[src/rtl/apb3_lcd_regbank_if.sv]
// apb3_lcd_regbank_if: APB3 bus bundle between the CPU master and the LCD register bank
interface apb3_lcd_regbank_if #(
  parameter int ADDR_WIDTH = 16,
  parameter int DATA_WIDTH = 32
);
  logic [ADDR_WIDTH-1:0] PADDR;
  logic PSEL;
  logic PENABLE;
  logic PWRITE;
  logic [DATA_WIDTH-1:0] PWDATA;
  logic PREADY;
  logic [DATA_WIDTH-1:0] PRDATA;
  logic PSLVERROR;
  modport master (output PADDR, PSEL, PENABLE, PWRITE, PWDATA, input PREADY, PRDATA, PSLVERROR);
  modport slave (input PADDR, PSEL, PENABLE, PWRITE, PWDATA, output PREADY, PRDATA, PSLVERROR);
endinterface

[src/rtl/apb3_lcd_regbank.sv]
// apb3_lcd_regbank: APB3 double-buffered LCD channel registers with atomic commit and timed strobe
module apb3_lcd_regbank #(
  parameter int ADDR_WIDTH = 16,
  parameter int DATA_WIDTH = 32,
  parameter int NUM_CH = 4,
  parameter int CH_WIDTH = 20,
  parameter int STB_CYCLES = 4
) (
  input logic clk,
  input logic resetn,
  apb3_lcd_regbank_if.slave apb,
  output logic [NUM_CH*CH_WIDTH-1:0] LCD_DATA,
  output logic LCD_STB,
  output logic LCD_BUSY
);
  localparam int CW = $clog2(STB_CYCLES + 1);
  typedef enum logic [1:0] {IDLE, WAIT, RESP} state_t;
  state_t state, state_n;
  logic [CH_WIDTH-1:0] shadow [NUM_CH];
  logic [CH_WIDTH-1:0] shadow_d [NUM_CH];
  logic [CH_WIDTH-1:0] active [NUM_CH];
  logic [CH_WIDTH-1:0] sh_rd, act_rd;
  logic [3:0] sel;
  logic auto, pending, err_q;
  logic [7:0] count;
  logic [CW-1:0] cnt;
  logic [DATA_WIDTH-1:0] prdata, rdata;
  logic [7:0] a;
  logic [3:0] idx;
  logic is_ch, is_ctrl, is_stat, is_sel, is_act, act_ok, rd_err, wr, commit, exec;
  logic unused;
  assign unused = ^{apb.PADDR, apb.PWDATA};
  assign a = apb.PADDR[7:0];
  assign idx = a[5:2];
  assign is_ch = a[7:6] == 2'b00 && a[1:0] == 2'b00 && {1'b0, idx} < 5'(NUM_CH);
  assign is_ctrl = a == 8'h40;
  assign is_stat = a == 8'h44;
  assign is_sel = a == 8'h48;
  assign is_act = a == 8'h4C;
  assign act_ok = {1'b0, sel} < 5'(NUM_CH);
  assign rd_err = !(is_ch || is_ctrl || is_sel || (!apb.PWRITE && (is_stat || (is_act && act_ok))));
  // err_q was resolved in WAIT, so a rejected access never reaches any register
  assign wr = state == RESP && apb.PSEL && apb.PWRITE && !err_q;
  assign commit = wr && ((is_ctrl && apb.PWDATA[0]) || (auto && is_ch && idx == 4'(NUM_CH - 1)));
  assign LCD_STB = cnt != '0;
  assign LCD_BUSY = LCD_STB || pending;
  assign exec = (commit && !LCD_BUSY) || (pending && !LCD_STB);
  assign apb.PREADY = state == RESP;
  assign apb.PRDATA = prdata;
  assign apb.PSLVERROR = state == RESP && err_q;
  assign rdata = is_ch ? DATA_WIDTH'(sh_rd) : is_ctrl ? DATA_WIDTH'({auto, 1'b0}) :
                 is_stat ? DATA_WIDTH'({count, 6'b0, pending, LCD_BUSY}) :
                 is_sel ? DATA_WIDTH'(sel) : DATA_WIDTH'(act_rd);
  always_comb begin
    state_n = state == IDLE ? (apb.PSEL && apb.PENABLE ? WAIT : IDLE) :
              state == WAIT ? (apb.PSEL ? RESP : IDLE) : IDLE;
  end
  // shadow_d lets a commit on the same write capture that write's data
  always_comb begin
    sh_rd = '0;
    act_rd = '0;
    shadow_d = shadow;
    for (int i = 0; i < NUM_CH; i++) begin
      if (idx == 4'(i)) sh_rd = shadow[i];
      if (sel == 4'(i)) act_rd = active[i];
      if (wr && is_ch && idx == 4'(i)) shadow_d[i] = apb.PWDATA[CH_WIDTH-1:0];
    end
  end
  always_ff @(posedge clk or negedge resetn)
    if (!resetn) state <= IDLE;
    else state <= state_n;
  always_ff @(posedge clk or negedge resetn)
    if (!resetn) begin
      shadow <= '{default: '0};
      active <= '{default: '0};
      sel <= '0;
      auto <= 1'b0;
      pending <= 1'b0;
      count <= '0;
      cnt <= '0;
      prdata <= '0;
      err_q <= 1'b0;
    end else begin
      shadow <= shadow_d;
      if (state == WAIT && apb.PSEL) begin
        prdata <= rd_err ? '0 : rdata;
        err_q <= rd_err;
      end
      if (wr && is_ctrl) auto <= apb.PWDATA[1];
      if (wr && is_sel) sel <= apb.PWDATA[3:0];
      if (exec) begin
        active <= shadow_d;
        count <= count + 8'd1;
        cnt <= CW'(STB_CYCLES);
      end else if (LCD_STB) cnt <= cnt - CW'(1);
      pending <= LCD_STB && (pending || commit);
    end
  for (genvar k = 0; k < NUM_CH; k++) begin : g_lcd
    assign LCD_DATA[k*CH_WIDTH +: CH_WIDTH] = active[k];
  end
endmodule

[src/flat_wrapper.sv]
// flat-port wrapper written by rule: the top's interface ports become plain ports
module apb3_lcd_regbank_flat 
#(
  parameter int ADDR_WIDTH = 16,
  parameter int DATA_WIDTH = 32,
  parameter int NUM_CH = 4,
  parameter int CH_WIDTH = 20,
  parameter int STB_CYCLES = 4
)
  (clk, resetn, LCD_DATA, LCD_STB, LCD_BUSY, apb_PADDR, apb_PSEL, apb_PENABLE, apb_PWRITE, apb_PWDATA, apb_PREADY, apb_PRDATA, apb_PSLVERROR);
  apb3_lcd_regbank_if #(.ADDR_WIDTH(ADDR_WIDTH), .DATA_WIDTH(DATA_WIDTH)) apb_i ();
  input logic clk;
  input logic resetn;
  output logic [NUM_CH*CH_WIDTH-1:0] LCD_DATA;
  output logic LCD_STB;
  output logic LCD_BUSY;
  input wire logic [$bits(apb_i.PADDR)-1:0] apb_PADDR;
  input wire logic [$bits(apb_i.PSEL)-1:0] apb_PSEL;
  input wire logic [$bits(apb_i.PENABLE)-1:0] apb_PENABLE;
  input wire logic [$bits(apb_i.PWRITE)-1:0] apb_PWRITE;
  input wire logic [$bits(apb_i.PWDATA)-1:0] apb_PWDATA;
  output wire logic [$bits(apb_i.PREADY)-1:0] apb_PREADY;
  output wire logic [$bits(apb_i.PRDATA)-1:0] apb_PRDATA;
  output wire logic [$bits(apb_i.PSLVERROR)-1:0] apb_PSLVERROR;
  assign apb_i.PADDR = apb_PADDR;
  assign apb_i.PSEL = apb_PSEL;
  assign apb_i.PENABLE = apb_PENABLE;
  assign apb_i.PWRITE = apb_PWRITE;
  assign apb_i.PWDATA = apb_PWDATA;
  assign apb_PREADY = apb_i.PREADY;
  assign apb_PRDATA = apb_i.PRDATA;
  assign apb_PSLVERROR = apb_i.PSLVERROR;
  apb3_lcd_regbank #(.ADDR_WIDTH(ADDR_WIDTH), .DATA_WIDTH(DATA_WIDTH), .NUM_CH(NUM_CH), .CH_WIDTH(CH_WIDTH), .STB_CYCLES(STB_CYCLES)) u_core (.clk(clk), .resetn(resetn), .apb(apb_i), .LCD_DATA(LCD_DATA), .LCD_STB(LCD_STB), .LCD_BUSY(LCD_BUSY));
endmodule
[config.mk]
export PLATFORM = sky130hd
export DESIGN_NAME = apb3_lcd_regbank_flat
export DESIGN_NICKNAME = d
export VERILOG_FILES = /design/src/rtl/apb3_lcd_regbank_if.sv /design/src/rtl/apb3_lcd_regbank.sv /design/src/flat_wrapper.sv
export SDC_FILE = /design/constraint.sdc
export NUM_CORES = 1
export LEC_CHECK = 0
export ABC_AREA = 1
export CORE_MARGIN = 4
export CORE_UTILIZATION = 39
export CTS_BUF_LIST = sky130_fd_sc_hd__clkbuf_8
export CTS_CLUSTER_SIZE = 10
export DETAILED_ROUTE_END_ITERATION = 6
export HOLD_SLACK_MARGIN = 0.02
export SYNTH_ARGS = -nofsm -noshare
export SYNTH_HDL_FRONTEND = slang
export SYNTH_SLANG_ARGS = --single-unit
[constraint.sdc]
create_clock -name clk -period 2.2 [get_ports clk]
set_input_delay 0.55 -clock clk [delete_from_list [all_inputs] [get_ports clk]]
set_output_delay 0.55 -clock clk [all_outputs]
set_load 0.05 [all_outputs]
; ---- Word-level counts from Yosys, hierarchy flattened
; Index checks and enable logic that the tools add are counted.
[op_classes]
div = 0
n_mux = 23
multipliers = 0
n_lt_le_gt_ge = 2
n_eq_ne = 12
reduce_logical = 44
n_shift = 0
bitwise = 0
n_addsub = 2
[op_table]
columns = operator, count
row1 = $mux 20, 13
row2 = $mux 32, 4
row3 = $eq 8x7->1 const B, 4
row4 = $logic_and 1x1->1, 24
row5 = $eq 4x2->1 const B, 4
row6 = $add 8x1->8 const B, 1
row7 = $eq 4x1->1 const B, 2
row8 = $logic_not 4->1, 2
row9 = $logic_or 1x1->1, 8
row10 = $lt 4x3->1 const B, 2
row11 = $logic_not 2->1, 3
row12 = $mux 2, 3
row13 = $mux 3, 2
row14 = $logic_not 1->1, 5
row15 = $reduce_bool 3->1, 1
row16 = $sub 3x1->3 const B, 1
row17 = $eq 2x1->1 const B, 1
row18 = $eq 2x2->1 const B, 1
row19 = $reduce_bool 2->1, 1
row20 = $mux 1, 1
[totals]
ff_bits = 212
latchBits = 0
mem_bits_rw = 0
mem_count = 0
rom_bits = 0
word_cells = 99
in_bits = 53

; ---- Depth between registers and ports, before layout
[depth]
depth_word = 10
ltp_mapped = 13
depth_no_buf = 13

; ---- Worst setup path before layout
; Ideal clock, no wire load.
[synth_timing]
path_kind = register -> output
from = register u_core.state[0]
to = output apb_PSLVERROR
t_required_ps = 1650
slack_ps = 11
path_stages_with_launch = 4
arrival_time_ps = 1639
n_path_buf = 0
cell_sequence = dfrtp_1 > nor2_2 > inv_2 > nor2_1
[synth_between]
elab_chain_cells = 2
[synth_rtl]
columns = item, line
row1 = "start, declared", apb3_lcd_regbank.sv:18  ; state_t state, state_n;
row2 = "start signal, assigned", apb3_lcd_regbank.sv:71  ; else state <= state_n;
row3 = $eq 2x2->1, -
row4 = named net apb_PREADY, flat_wrapper.sv:22  ; output wire logic [$bits(apb_i.PREADY)-1:0] apb_PREADY;
row5 = $logic_and 1x1->1, apb3_lcd_regbank.sv:50  ; assign apb.PSLVERROR = state == RESP && err_q;
row6 = "end, declared", flat_wrapper.sv:24  ; output wire logic [$bits(apb_i.PSLVERROR)-1:0] apb_PSLVERROR;
; The timed path passes the listed nets, and every way through them passes these cells.

; ---- Worst setup path in the final report
[layout_timing]
from = register u_core.cnt[1]
to = output LCD_BUSY
[layout_between]
elab_chain_cells = 2
[layout_rtl]
columns = item, line
row1 = "start, declared", apb3_lcd_regbank.sv:26  ; logic [CW-1:0] cnt;
row2 = "start signal, assigned", apb3_lcd_regbank.sv:94  ; cnt <= CW'(STB_CYCLES);
row3 = "start signal, assigned", apb3_lcd_regbank.sv:95  ; end else if (LCD_STB) cnt <= cnt - CW'(1);
row4 = $reduce_bool 3->1, apb3_lcd_regbank.sv:45  ; assign LCD_STB = cnt != '0;
row5 = $logic_or 1x1->1, apb3_lcd_regbank.sv:46  ; assign LCD_BUSY = LCD_STB || pending;
row6 = "end, declared", flat_wrapper.sv:16  ; output logic LCD_BUSY;
; No other way between the ends.

==> metrics.txt <==
outcome=completed; synthesized cell area=9830 µm²; Hold Slack=460 ps; Worst Hold Path Cells=1; final layout net count=1531; Reg clk slew, reported paths=100 ps; Required @ worst endpoint=1650 ps; initial antenna violation count=0; pre-CTS setup slack=-383 ps; global-route wire length before repair=52400 µm; vias in the first global route=9442; Core ar.=24500 µm²; maximum root-to-sink buffer count=2; largest net degree at the start of global routing=51; ANT nets after route=0; RSZ-0062 raised after global routing=true; Post-Synth Adder-Cell Area=0.00382; Inst Count DP=1777; Critical Path Start Type=flop; final worst slack=95.9 ps; library cells used by synthesis=34; Area Growth Syn to Fin=26.6%; CP max FO=3; WL per Instance=18.2 µm; Slew HR=0.666; Die H=167 µm; HP Class=reg -> reg; Max Transition Viols Final=0; Reg area=5000 µm²; CTS tree=done; fill count=2500; fin crit share=0.956; reg2reg start=u_core.sel[2]; accumulated negative setup slack=0 ps; Post-Syn Area per Cell=7.63 µm²; grt total ovfl=0; die area=27800 µm²; worst vdd rail ir drop=0.385 mV; HPWL after DPL=24600 µm; RD Place Congestion=0.925; CP max stage delay=400 ps; Hold Crit Endpoint=u_core.state[0]; Top-Level Pins=169; CTS Buf Count=17; minimum clock period=2100 ps; Seq cells post-synth=200; starting density of the core=0.401; Final setup viols=0; Simple-Gate Fraction of Synth Area=0.339; mux contribution to synthesized area=0; r2r setup slk=250 ps; CP max stage cell=dfrtp_1; Pwr Total=6.73 mW; critical path type=reg -> out; Synth Instances=1288; Layout Cells excl Fill=1812; ANT cells=0; Post-Route WL=32900 µm; area of the multi-input gates=4190 µm²; synth warn=0; htree depth=4; largest family of logic cells by synthesized area=simple AND/OR/NAND/NOR gates; vias per cell=5.16; row cnt=57; Hold Violations, Final=0; DIE WIDTH=167 µm; worst-margin pin slew=500 ps; PortBufs=136; Detailed Routing Iterations Pass 1=7; Vias=9353; reg2reg end=u_core.apb.PRDATA[5]; Hold Path Origin=u_core.state[1]; Clock Latency Late Sink=480 ps; Tot GR Track Use=0.239; clk sink count=200; max_cap viols=0; sequential fraction of the synthesis area=0.509; Synth Area in XOR/XNOR=0.00535; Post-route DRC=0; CP endpoint kind=output pin; Max Clk Rate=0.475 GHz; cell breakdown of the critical path=inv_2, ha_4, inv_2, nor2_4, inv_2, nor2_4, inv_2, buf_8; Setup Skew=16.6 ps; DRT iter0 DRCs=769; layout cells sized above 1=0.161; most frequent cell on the critical path=inv_2; CTS Root Buffer Type=clkbuf_8; worst r2r path cells=9; worst path arrival time=1550 ps; Leak=6.75 nW; Power per Cell Area=541 nW/µm²; Synth Area in Compound Gates=0.0691
## where the power goes
part | internal [mW] | total [mW] | switching [mW]
registers | 3.71 | 3.73 | 0.0271
logic | 0.257 | 0.694 | 0.437
clock network | 0.878 | 2.30 | 1.42
## what timing repair did
action | in CTS | in global routing
hold endpoints to repair | 35 | 0
hold buffers | 1 | 0
pin swaps | 2 | 3
setup endpoints to repair | 38 | 20
setup buffers | 2 | 1
resized for setup | 43 | 8
## stage by stage
stage                      util  area (µm²)
after floorplan               -        9870
after global placement    0.491       12100
after detailed placement  0.491       12100
after CTS                 0.506       12400
after global routing      0.507       12400
final                     0.507       12400
## final cells by class
type                            instances  share of cell area
Clock buffer                           19              0.0210
Clock inverter                         13             0.00885
Inverter                               80              0.0241
Multi-Input combinational cell        932               0.337
Sequential cell                       200               0.402
Tap cell                              324              0.0326
Timing Repair Buffer                  244               0.175
## placed cells by master, fill, tap and decap left out, drive strengths merged, types with 2 or more instances in the layout
cell and count:
dfrtp 200, nand3 212, nor2 73, clkdlybuf4s50 31, nand2 456, dlygate4sd2 37, a21oi 30, nand4 9
buf 174, nor3 3, xor2 5, ha 3, or2 8, clkinvlp 2, o21ai 100, clkbuf 20
inv 85, nand3b 14, conb 12, clkinv 6, and3 2
## worst max-delay path by stage
| stage | from | endpoint | slack, ps |
|---|---|---|---|
| 2_1_floorplan | u_core.state[0] | apb_PSLVERROR | 10 |
| 4_1_cts | u_core.cnt[1] | LCD_BUSY | -40 |
| 3_3_place_gp | apb_PADDR[3] | u_core.apb.PRDATA[17] | -400 |
| 6_report | u_core.cnt[1] | LCD_BUSY | 100 |
| 5_1_grt | u_core.cnt[1] | LCD_BUSY | -9 |
| 3_5_place_dp | apb_PADDR[3] | u_core.apb.PRDATA[17] | -380 |
## synth_stat cells
library cell / number / area share
nor2_1: 66 / 0.025
conb_1: 1 / 0.00038
o21ai_1: 22 / 0.011
nor2_2: 6 / 0.0038
buf_2: 22 / 0.011
xnor2_1: 1 / 0.00089
clkbuf_1: 48 / 0.018
o21ai_2: 2 / 0.0018
nor3_1: 3 / 0.0015
xor2_1: 5 / 0.0045
inv_2: 4 / 0.0015
buf_1: 3 / 0.0011
nand3b_1: 14 / 0.011
nand4_1: 9 / 0.0057
o211ai_1: 1 / 0.00076
buf_6: 2 / 0.0023
or2_2: 8 / 0.0051
nand2_1: 455 / 0.17
nor4_1: 1 / 0.00064
nand3_2: 1 / 0.0010
nor2_4: 1 / 0.0011
dfrtp_1: 200 / 0.51
buf_4: 12 / 0.0092
ha_1: 3 / 0.0038
a31oi_1: 1 / 0.00064
o21a_1: 1 / 0.00076
clkinv_1: 3 / 0.0011
nand3_1: 210 / 0.11
a21oi_1: 30 / 0.015
inv_1: 73 / 0.028
nand2_2: 1 / 0.00064
nand3_4: 1 / 0.0018
o21ai_0: 76 / 0.039
and3_1: 2 / 0.0013
## flip-flops by register name (all words and copies together), names as in the netlist
register	cells
u_core.err_q	1
u_core.pending	1
u_core.cnt	3
u_core.sel	4
u_core.LCD_DATA	80
u_core.state	2
u_core.apb.PRDATA	20
u_core.shadow	80
u_core.auto	1
u_core.count	8
## metal layers
layer  GRT usage  share of wire
met5           0              0
met4       0.114          0.048
met3      0.0327          0.042
met2       0.422           0.51
met1       0.289           0.40
## worst max-delay path: cells and delay by family, from the launching register on
family	cells	cell delay, ps
adders and majority gates	1	120
buffers and inverters	5	380
and+or+nand+nor	2	180
DFF	1	400
## cell families (layout without fill, tap and decap cells)
| family | count (synthesis) | in the layout |
|---|---|---|
| flip-flops | 200 | 200 |
| buffers and inverters | 167 | 356 |
| other | 1 | 12 |
| adder cells (fa/ha/maj) | 3 | 3 |
| AO/OA/AOI/OAI | 133 | 133 |
| XOR/XNOR | 6 | 6 |
| AND/OR/NAND/NOR | 778 | 778 |
Note: power is estimated with default switching activity, not from simulation.
